`config.mk`:
```
export PLATFORM = sky130hd
export DESIGN_NAME = led_s2p_rx
export DESIGN_NICKNAME = d
export VERILOG_FILES = /design/src/rtl/led_s2p_rx.sv
export SDC_FILE = /design/constraint.sdc
export NUM_CORES = 1
export LEC_CHECK = 0
export CAP_MARGIN = 20
export CORE_ASPECT_RATIO = 1.1
export CORE_MARGIN = 2
export CORE_UTILIZATION = 42
export DETAILED_ROUTE_END_ITERATION = 8
export GPL_ROUTABILITY_DRIVEN = 0
export PLACE_DENSITY = 0.66
export SLEW_MARGIN = 40
export SYNTH_ARGS = -nofsm -noshare
export SYNTH_HDL_FRONTEND = slang
export SYNTH_SLANG_ARGS = --single-unit
```
`constraint.sdc`:
```
create_clock -name clk -period 3.5 [get_ports clk]
set_input_delay 0.7 -clock clk [delete_from_list [all_inputs] [get_ports clk]]
set_output_delay 0.7 -clock clk [all_outputs]
set_load 0.005 [all_outputs]
```
`src/rtl/led_s2p_rx.sv`:
```
// led_s2p_rx: serial-to-parallel receiver for the LED shift-register link.
// Conditions the slow serial lines into the clk domain, shifts one frame in
// MSB first, ends the frame on an s_clk-high idle timeout and publishes the
// word with a one-cycle frame_valid strobe.
// Optional feature: define LED_S2P_RX_SYNC2_EN for a 2-flop synchronizer
// per serial input (default build uses a single register stage).
module led_s2p_rx #(
  parameter int DATA_W   = 16,
  parameter int IDLE_CYC = 1024,
  parameter int CNT_W    = 11
) (
  input  logic                        clk,
  input  logic                        rst,
  input  logic                        s_clk,
  input  logic                        s_do_n,
  input  logic                        s_en,
  input  logic                        s_clr_n,
  output logic [DATA_W-1:0]           data,
  output logic                        frame_valid,
  output logic                        frame_err,
  output logic                        busy,
  output logic [$clog2(DATA_W)+1:0]   bit_cnt
);

  localparam int BC_W = $clog2(DATA_W) + 2;
  localparam logic [CNT_W-1:0] IDLE_LAST = CNT_W'(IDLE_CYC - 1);
  localparam logic [BC_W-1:0]  FULL_CNT  = BC_W'(DATA_W);
  // Idle levels of {s_clk, s_do_n, s_en, s_clr_n}
  localparam logic [3:0] SYNC_IDLE = 4'b1101;

  typedef enum logic [1:0] {
    IDLE  = 2'd0,
    SHIFT = 2'd1,
    DONE  = 2'd2
  } state_t;

  state_t               state;
  logic [3:0]           sync_q;
  logic                 clk_s;
  logic                 do_n_s;
  logic                 en_s;
  logic                 clr_n_s;
  logic                 s_clk_prev;
  logic                 rise;
  logic                 rx_bit;
  logic [DATA_W-1:0]    shreg;
  logic [CNT_W-1:0]     idle_cnt;

`ifdef LED_S2P_RX_SYNC2_EN
  logic [3:0] sync_meta;

  // Two-flop synchronizer for the asynchronous serial inputs
  always_ff @(posedge clk) begin
    if (rst) begin
      sync_meta <= SYNC_IDLE;
      sync_q    <= SYNC_IDLE;
    end else begin
      sync_meta <= {s_clk, s_do_n, s_en, s_clr_n};
      sync_q    <= sync_meta;
    end
  end
`else
  // Single register stage for synchronous loopback / simulation
  always_ff @(posedge clk) begin
    if (rst) begin
      sync_q <= SYNC_IDLE;
    end else begin
      sync_q <= {s_clk, s_do_n, s_en, s_clr_n};
    end
  end
`endif

  assign {clk_s, do_n_s, en_s, clr_n_s} = sync_q;
  assign rise   = clk_s & ~s_clk_prev;
  assign rx_bit = ~do_n_s;

  // Receive FSM with registered outputs; the publish/error decision is taken
  // on the edge entering DONE so frame_valid is high exactly during DONE.
  always_ff @(posedge clk) begin
    if (rst) begin
      state       <= IDLE;
      shreg       <= '0;
      bit_cnt     <= '0;
      idle_cnt    <= '0;
      data        <= '0;
      frame_valid <= 1'b0;
      frame_err   <= 1'b0;
      busy        <= 1'b0;
      s_clk_prev  <= 1'b1;
    end else begin
      s_clk_prev  <= clk_s;
      frame_valid <= 1'b0;

      // Clear first so a same-cycle publish below overrides it
      if (!clr_n_s) begin
        data      <= '0;
        frame_err <= 1'b0;
      end

      case (state)
        IDLE: begin
          if (rise && en_s) begin
            shreg    <= {shreg[DATA_W-2:0], rx_bit};
            bit_cnt  <= BC_W'(1);
            idle_cnt <= '0;
            busy     <= 1'b1;
            state    <= SHIFT;
          end
        end

        SHIFT: begin
          if (rise && en_s) begin
            shreg    <= {shreg[DATA_W-2:0], rx_bit};
            idle_cnt <= '0;
            if (bit_cnt != '1) begin
              bit_cnt <= bit_cnt + BC_W'(1);
            end
          end else if (idle_cnt == IDLE_LAST) begin
            busy  <= 1'b0;
            state <= DONE;
            if (bit_cnt == FULL_CNT) begin
              data        <= shreg;
              frame_valid <= 1'b1;
            end else begin
              frame_err <= 1'b1;
            end
          end else if (clk_s) begin
            idle_cnt <= idle_cnt + CNT_W'(1);
          end else begin
            idle_cnt <= '0;
          end
        end

        DONE: begin
          bit_cnt  <= '0;
          idle_cnt <= '0;
          state    <= IDLE;
        end

        default: begin
          state <= IDLE;
        end
      endcase
    end
  end

endmodule

```
; Word-level counts from Yosys, hierarchy flattened
; Index checks and enable logic that the tools add are counted.
[totals]
output_inout_bits = 25
in_bits = 6
register_bits = 59
[classes]
n_addsub = 2
reduce_logical = 11
mux = 28
n_eq_ne = 11
n_bitwise = 5
[op_table]
columns = operator, n
row1 = $mux W16, 5
row2 = $mux W11, 4
row3 = $pmux W11 S3, 1
row4 = $mux W6, 3
row5 = $pmux W6 S3, 1
row6 = $add A11 B1 Y11 const B, 1
row7 = $eq A11 B10 Y1 const B, 1
row8 = $ne A2 B2 Y1 const B, 5
row9 = $mux W1, 9
row10 = $reduce_and A4 Y1, 2
row11 = $add A6 B1 Y6 const B, 1
row12 = $eq A6 B5 Y1 const B, 1
row13 = $mux W2, 3
row14 = $ne A6 B6 Y1 const B, 1
row15 = $reduce_and A3 Y1, 2
row16 = $not A1 Y1, 4
row17 = $pmux W2 S2, 1
row18 = $reduce_or A4 Y1, 1
row19 = $ne A3 B3 Y1 const B, 1
row20 = $reduce_bool A3 Y1, 1
row21 = $eq A2 B1 Y1 const B, 1
row22 = $eq A2 B2 Y1 const B, 1
row23 = $logic_not A2 Y1, 1
row24 = $pmux W1 S2, 1
row25 = other kinds (5), 5

; Depth between registers and ports, before layout
; Gate-level depths: netlist of run 1.
[depth]
ltp_word = 5
depth_mapped = 9
mapped_depth_nobuf = 6

; Worst setup path after synthesis of run 1
; OpenSTA, ideal clock, no wires.
[synth_path]
path_kind = reg-to-reg
start = reg state[0]
end = reg shreg[6]
setup_slack_ps = 1663
t_arrival_ps = 1703
path_stages_with_launch = 10
period_less_slack_ps = 1837
path_cell_list = dfxtp_1 > inv_1 > ha_1 > clkbuf_1 > or2_2 > and2_1 > buf_2 > clkbuf_1 > nand2_1 > a21oi_1
[synth_between]
elab_chain_len = 3
elab_cells_between_ends = 4
cone_classes = eq/ne: 1 / reduce/logical: 3
[synth_rtl]
columns = item, line_no
row1 = start: declaration, 37  ; state_t state;
row2 = start signal: assignment, 81  ; state <= IDLE;
row3 = start signal: assignment, 107  ; state <= SHIFT;
row4 = start signal: assignment, 120  ; state <= DONE;
row5 = $eq A2 B1 Y1 or $logic_not A2 Y1 (tied branches), 100  ; case (state)
row6 = $reduce_or A2 Y1 (no source line) (*), n/a
row7 = $reduce_and A2 Y1 (no source line) (*), n/a
row8 = end signal: assignment, 103  ; shreg <= {shreg[DATA_W-2:0], rx_bit};
row9 = end signal: assignment, 113  ; shreg <= {shreg[DATA_W-2:0], rx_bit};
row10 = end: declaration, 46  ; logic [DATA_W-1:0] shreg;
; Every way passes the cells marked *; elsewhere a longest branch is shown, timed or not.
; A chain may end at the register's enable or synchronous reset.

; Worst setup path after layout of run 1
[layout_path]
start = reg state[0]
end = reg data[8]
[layout_between]
elab_chain_len = 2
[layout_rtl]
columns = item, line_no
row1 = $eq A2 B1 Y1, 100
row2 = $mux W16, 100
row3 = end signal: assignment, 122  ; data <= shreg;
row4 = end: declaration, 18  ; output logic [DATA_W-1:0] data,
; Every way passes these cells.

==> results of run 1 <==
==> placed cells by master, fill, tap and decap left out, types with 6 or more instances in the layout <==
cell type / count
sky130_fd_sc_hd__a21oi_1: 43
sky130_fd_sc_hd__a31oi_1: 11
sky130_fd_sc_hd__clkbuf_8: 10
sky130_fd_sc_hd__clkdlybuf4s50_1: 30
sky130_fd_sc_hd__dfxtp_1: 59
sky130_fd_sc_hd__ha_1: 7
sky130_fd_sc_hd__inv_1: 8
sky130_fd_sc_hd__nand2_1: 45
sky130_fd_sc_hd__nand3_1: 8
sky130_fd_sc_hd__nand4_1: 20
sky130_fd_sc_hd__nor2_1: 10
sky130_fd_sc_hd__o21ai_0: 11
sky130_fd_sc_hd__o311ai_0: 16
sky130_fd_sc_hd__or2_2: 6
==> cells by family (layout without fill, tap and decap cells) <==
group	Yosys count	after routing
flops	59	59
mux	2	2
fa+ha+maj	7	7
buf+inv	30	56
compound gates	98	98
simple gates	124	124
==> stage by stage <==
step | area [um2] | total power, W | worst slack, ns | instances | hold slack, ns
3_5_place_dp | 3020 | 0.000739 | 1.06 | 410 | 0.397
3_3_place_gp | 3020 | 0.000739 | 1.13 | 410 | 0.393
6_report | 3250 | 0.00143 | 1.00 | 426 | 0.404
2_1_floorplan | 2700 | 0.000722 | 1.66 | 320 | 0.390
4_1_cts | 3250 | 0.00144 | 1.05 | 426 | 0.406
5_1_grt | 3250 | 0.00147 | 0.741 | 426 | 0.433
==> layer usage <==
metal | routed length (um) | GRT usage (%)
met4 | 92 | 9.24
met1 | 3030 | 25.5
met2 | 2930 | 32.1
met5 | 0 | 0
met3 | 292 | 2.99
==> worst paths after layout <==
path,to,startpoint,slack [ns]
worst max-delay path,data[8],state[0],1.0
worst min register to register,shreg[0],sync_q[2],0.40
worst max register to register,data[8],state[0],1.0
worst min-delay path,shreg[0],sync_q[2],0.40
==> power groups by stage <==
stage	registers, W	clock network [W]	logic (W)
floorplan	0.000695	0	0.0000261
global placement	0.000698	0	0.0000411
detailed placement	0.000698	0	0.0000411
CTS	0.000682	0.000714	0.0000412
global route	0.000683	0.000743	0.0000462
finish	0.000683	0.000705	0.0000415
==> area by class of cell <==
cell class	instances	area, um2
clock inverters	6	88.8
fillers	599	2940
inverters	8	30.0
clock buffers	10	138
multi-input cells	231	1400
flip-flops and latches	59	1180
well taps	80	100
repair buffers	32	315
==> flip-flops by register name (all words and copies together), names as in the netlist <==
name,count
data,16
shreg,16
idle_cnt,11
bit_cnt,6
sync_q,4
state,2
busy,1
frame_err,1
frame_valid,1
s_clk_prev,1
==> Yosys cell counts, types with 5 or more instances <==
cell type                  count  area share, %
sky130_fd_sc_hd__or2_2         6            1.4
sky130_fd_sc_hd__nand4_1      20            4.6
sky130_fd_sc_hd__nand2_1      45            6.3
sky130_fd_sc_hd__a21oi_1      43            8.0
sky130_fd_sc_hd__nor3_1        5           0.93
sky130_fd_sc_hd__ha_1          7            3.2
sky130_fd_sc_hd__dfxtp_1      59             44
sky130_fd_sc_hd__nand3_1       8            1.5
sky130_fd_sc_hd__and3_1        5            1.2
sky130_fd_sc_hd__buf_2         7            1.3
sky130_fd_sc_hd__clkbuf_1     14            1.9
sky130_fd_sc_hd__o311ai_0     16            5.2
sky130_fd_sc_hd__nor2_1       10            1.4
sky130_fd_sc_hd__a31oi_1      11            2.6
sky130_fd_sc_hd__inv_1         8            1.1
sky130_fd_sc_hd__o21ai_0      11            2.0
==> results.txt, run 1 <==
The flow ran to the end, and the final reports show no timing, DRC or antenna violations. The sum of negative setup slack came out at 0 ns. The number of flip-flops and latches in the synthesized netlist came out at 59. The fraction of power consumed by combinational cells is 2.9%.

The global-route wire length before repair came out at 11,000 um. Walking the worst path, the cells encountered are ha_1, nand4b_2, nand2b_1, o311ai_0, a21oi_1. The clock-pin transition on the worst setup and hold timing paths is 0.07 ns. After synthesis, the largest family of logic cells by area is simple AND/OR/NAND/NOR gates. The number of max-capacitance violations reported came out at 0.

The via count of the first global-routing pass came out at 2,352. The core box area is 6190 um2. The detail route stage leaves a number of antenna-violating nets equal to 0. The number of flops mapped to enable cells by yosys is 0. The number of port buffers came out at 30. The worst endpoint data arrival time is 2.71 ns. The H-tree depth is 3.

The number of hold buffers added after cts is 0. The die extent in y came out at 88.1 um. The sequential element share of the synthesized area came out at 43.8%. The critical path launch point type is a register. The hold violation total from the final report came to 0. The number of setup buffers added after CTS is 0. The full die area came out at 7080 um2. Summing the areas of all fa, ha and maj instances in the mapped netlist gives 3.25% of the synthesized area.

For this run, the detailed router's first-pass iteration total came to 5. The post-synthesis simple-gate area fraction came out at 24.9%. Internal power comes to 0.00111 W. The share of synthesized registers carrying an async set or reset came out at 0%. The leakage power summed over all cells is 1.04 nW. The worst setup path is of the reg2reg kind.

The largest voltage drop on the vdd net came out at 0.349 mV. The min-delay analysis places its worst path in the category reg2reg. The instance count on the critical path came out at 5. The mapped cell area came out at 2700 um2. Once the floorplan was initialized, standard cells occupied 43.6% of the core. The post-synthesis average cell area came out at 8.43 um2.

Summed over all layers, the global routing overflow is 0. Setup repair after global routing left no endpoint under its margin. The synthesized-area fraction occupied by ao, oa, aoi and oai cells came out at 22.7%.

The share of post-route cells with drive strength above 1 is 8.96%. The synthesis-to-layout area growth came out at 20.5%. In this run the deepest clock path goes through 2 buffers.

The kind of end point of the critical path is a register. The setup-violating endpoint count in the final report came out at 0. The most frequently used flop master after synthesis is sky130_fd_sc_hd__dfxtp_1. The via density per instance came out at 5.84.

In this run, distinct cell masters in the synthesized netlist total 42. The final routed wire length divided by cell count is 14.9 um. The number of antenna cells inserted is 0.

Of the total power, the share spent switching nets is 22.1%. In the finished design, the share of the clock period the worst path needs comes to 71.4%. For this design the ratio of total power to cell area is 440 nW/um2.

The normalized max-slew margin is 45.8%. The kind of cell with the highest combined delay along the critical path is simple AND/OR/NAND/NOR gates. The critical-path cell with the highest stage delay is sky130_fd_sc_hd__nand2b_1. The minimum clock period after layout came out at 2.50 ns. The endpoint required time on the critical path came out at 3.71 ns. The final count of pins violating max slew came to 0. In this run the clock root is driven by a sky130_fd_sc_hd__clkbuf_8. For this design the total switching power over the nets is 0.000316 W.

The die boundary width is 80.4 um. The total routing resource utilization after global routing came out at 19.6%. For this block, the via count after detailed routing is 2,486. The peak clock frequency supported by timing is 0.400 GHz. TritonCTS built the clock tree. The number of nets in the layout came out at 354. TritonCTS created 9 clock buffers. The number of stages on the worst hold path is 1. Together, buffers and inverters on the worst path number 0.

The clock share of power came out at 49.3%. The count of yosys warnings during synthesis is 0. The initial antenna violation count came out at 0. The net count after synthesis is 333. The xor-xnor portion of the synthesized cell area came out at 0%.

The maximum cell stage delay along the critical path came out at 0.57 ns. The routed wire length came out at 6340 um. The HPWL after detailed placement came out at 4010 um.

Once the clock tree was built, the resizer swapped 0 gates to a different size. For this design the top-level I/O count stands at 31. The clock sink count came out at 59. The mux cell area share after synthesis is 0.742%. Clock latency on the worst-skew pair, taken at its later pin, is 0.34 ns. The number of instances in the synthesized netlist is 320. For the pin with the worst max-slew slack, the measured transition is 0.811 ns. The highest net fanout along the worst path came out at 19.

Once layout is complete, the utilization of the core stands at 52.5%. For the final database, setup skew stands at 0.00619 ns. The sequential share of power came out at 47.8%. The pin count of the biggest net entering global routing came out at 49. After the first detailed-routing iteration, the DRC count stood at 144. The number of design rule violations left after detail routing came out at 0.

The cell row count came out at 30. Counting cells, the worst reg-to-reg path comes to 5.
No activity file was read; power rests on OpenSTA's default activity.
==> run 2, diff against run 1 <==
- clock period: 3.5 -> 2.5 ns (I/O delays scaled with it)
==> results.txt, run 2 (synthesis gave the netlist of run 1 again) <==
The flow ran to the end, and the final reports show no timing, DRC or antenna violations. The synthesis-to-layout area growth is 21.0%. The number of max-capacitance violations reported came out at 0 (unchanged).

The leakage power summed over all cells came out at 1.06 nW (+1.5%). The clock latency on the worst-skew pair is 0.34 ns (about the same). The via total after detailed routing is 2,476 (-0.40%). The length of the first detailed-routing pass in iterations is 4 (-1).

The cell row count is 30 (unchanged). The highest net fanout along the worst path is 22 (+3). The number of port buffers came out at 30 (unchanged).

The via density per instance is 5.76 (-1.3%). The final worst clock skew was 0.00648 ns (+0.000289 ns). The hold violation total from the final report is 0 (unchanged). The minimum setup slack after placement is 0.402 ns (-0.655 ns).

The total global routing overflow came out at 0 (unchanged). TritonCTS built the clock tree. The number of cells after detailed placement is 414 (+0.98%). The clock sink count came to 59 (unchanged). In this run the worst hold path is classified as reg2reg. The share of the clock period used by the worst path after layout came to 86.0% (+15 points). The HPWL after detailed placement was 4160 um (+3.9%). The TritonCTS buffer count came out at 9 (unchanged). The die boundary width is 80.4 um (unchanged). The endpoint required time on the critical path came out at 2.71 ns (-1.00 ns). The setup-violating endpoint count in the final report came to 0 (unchanged). In the layout the commonest cells are sky130_fd_sc_hd__dfxtp_1 (59), sky130_fd_sc_hd__nand2_1 (45), sky130_fd_sc_hd__a21oi_1 (43). The worst setup path is of the reg2reg kind.

The commonest non-fill, non-tap cell in the layout is sky130_fd_sc_hd__dfxtp_1. The minimum clock period after layout was 2.15 ns (-0.350 ns). The total routing resource utilization after global routing came to 20.0% (+0.34 points). The initial core utilization was 43.6% (unchanged).

The peak clock frequency supported by timing came out at 0.465 GHz (+16%). The number of instances resized during post-cts repair was 0 (unchanged). The total area of sequential cells came out at 1180 um2 (unchanged). Setup repair after global routing left no endpoint under its margin.

STA classifies the critical path startpoint as a register. The kind of end point of the critical path is a register. The number of design-rule violations left by the first detailed-router iteration is 204 (+42%).

The number of nets still failing antenna checks after routing came to 0 (unchanged). The number of nets in the layout came to 358 (+1.1%). The transition time of the tightest slew-check pin came out at 0.700 ns (-0.112 ns). The area occupied by multi-input gates is 1390 um2 (-0.45%). The number of hold buffers added after cts came out at 0 (unchanged). The normalized max-slew margin was 53.4% (+7.6 points). The count of fill cells added during filler insertion is 605 (+1.0%). The number of antenna cells inserted came out at 0 (unchanged). The total power per unit cell area is 607 nW/um2 (+38%).

The pin count of the biggest net entering global routing came out at 27 (-45%). The count of boundary I/O pins came out at 31 (unchanged). The utilization after layout came out at 52.7% (+0.22 points). The sum of negative setup slack came out at 0 ns (unchanged).

The die extent in y came out at 88.1 um (unchanged). The share of post-route cells with drive strength above 1 came out at 9.71% (+0.75 points). The number of buffers inserted by post-CTS setup repair came out at 0 (unchanged).

The worst endpoint data arrival time is 2.36 ns (-0.35 ns). The via count of the first global-routing pass is 2,353 (+0.043%). The maximum count of clock buffers along a single path came to 2 (unchanged). The number of design rule violations left after detail routing was 0 (unchanged). The largest voltage drop on the vdd net is 0.401 mV (+15%). The root buffer cell chosen for the clock tree is sky130_fd_sc_hd__clkbuf_8. The largest registers in the layout are data: 16 flops, shreg: 16 flops, idle_cnt: 11 flops. The global-route wire length before repair came out at 11,100 um (+1.4%). The final count of pins violating max slew came out at 0 (unchanged). The initial antenna violation count came to 0 (unchanged).

The count of non-filler cells in the finished layout was 430 (+0.94%). The H-tree depth came out at 3 (unchanged). The worst setup margin came out at 0.350 ns (-0.650 ns). The routed wire length is 6460 um (+1.9%). The full die area came out at 7080 um2 (unchanged).

The clock-pin transition on the worst setup and hold timing paths came out at 0.07 ns (about the same). The core box area came out at 6190 um2 (unchanged). The final routed wire length divided by cell count came out at 15.0 um (+0.91%).
run 2: final cells by class:
class	instances	area share, %
Sequential cell	59	36.2
Timing Repair Buffer	36	10.6
Clock inverter	6	2.72
Multi-Input combinational cell	231	42.6
Clock buffer	10	3.91
Tap cell	80	3.07
Inverter	8	0.920
run 2: metal layers:
| metal | GRT usage [%] | share of wire (%) | vias to the layer above |
|---|---|---|---|
| met2 | 31.8 | 47 | 50 |
| met3 | 4.23 | 3.3 | 5 |
| met4 | 9.24 | 1.0 | 0 |
| met1 | 26.0 | 48 | 1177 |
| li1 | - | - | 1244 |
| met5 | 0 | 0 | - |
run 2: per-stage QoR:
| step | hold WS, ns | total power (W) | area [um2] |
|---|---|---|---|
| global route | 0.440 | 0.00205 | 3260 |
| CTS | 0.408 | 0.00199 | 3260 |
| detailed placement | 0.398 | 0.00104 | 3050 |
| floorplan | 0.390 | 0.00101 | 2700 |
| finish | 0.407 | 0.00198 | 3260 |
| global placement | 0.394 | 0.00104 | 3050 |
run 2: final timing paths:
kind	from	depth (start not counted)	slack, ns	to
setup / recovery	idle_cnt[1]	5	0.35	data[8]
hold / removal	sync_q[2]	1	0.41	shreg[0]
setup reg to reg	idle_cnt[1]	5	0.35	data[8]
hold reg to reg	sync_q[2]	1	0.41	shreg[0]
run 2: power by group:
part           leakage (nW)  switching (W)  internal, W   total, W
combinational         0.480      0.0000345    0.0000256  0.0000602
clock                 0.103       0.000401     0.000563   0.000964
sequential            0.477     0.00000891     0.000947   0.000956
total                  1.06       0.000445      0.00154    0.00198
run 2: worst max-delay path, cell delays in order, from the launching register on:
cell	delay, ns
sky130_fd_sc_hd__dfxtp_1	0.37
sky130_fd_sc_hd__ha_1	0.26
sky130_fd_sc_hd__nand3_2	0.15
sky130_fd_sc_hd__or3_1	0.67
sky130_fd_sc_hd__o311ai_0	0.45
sky130_fd_sc_hd__a21oi_1	0.11
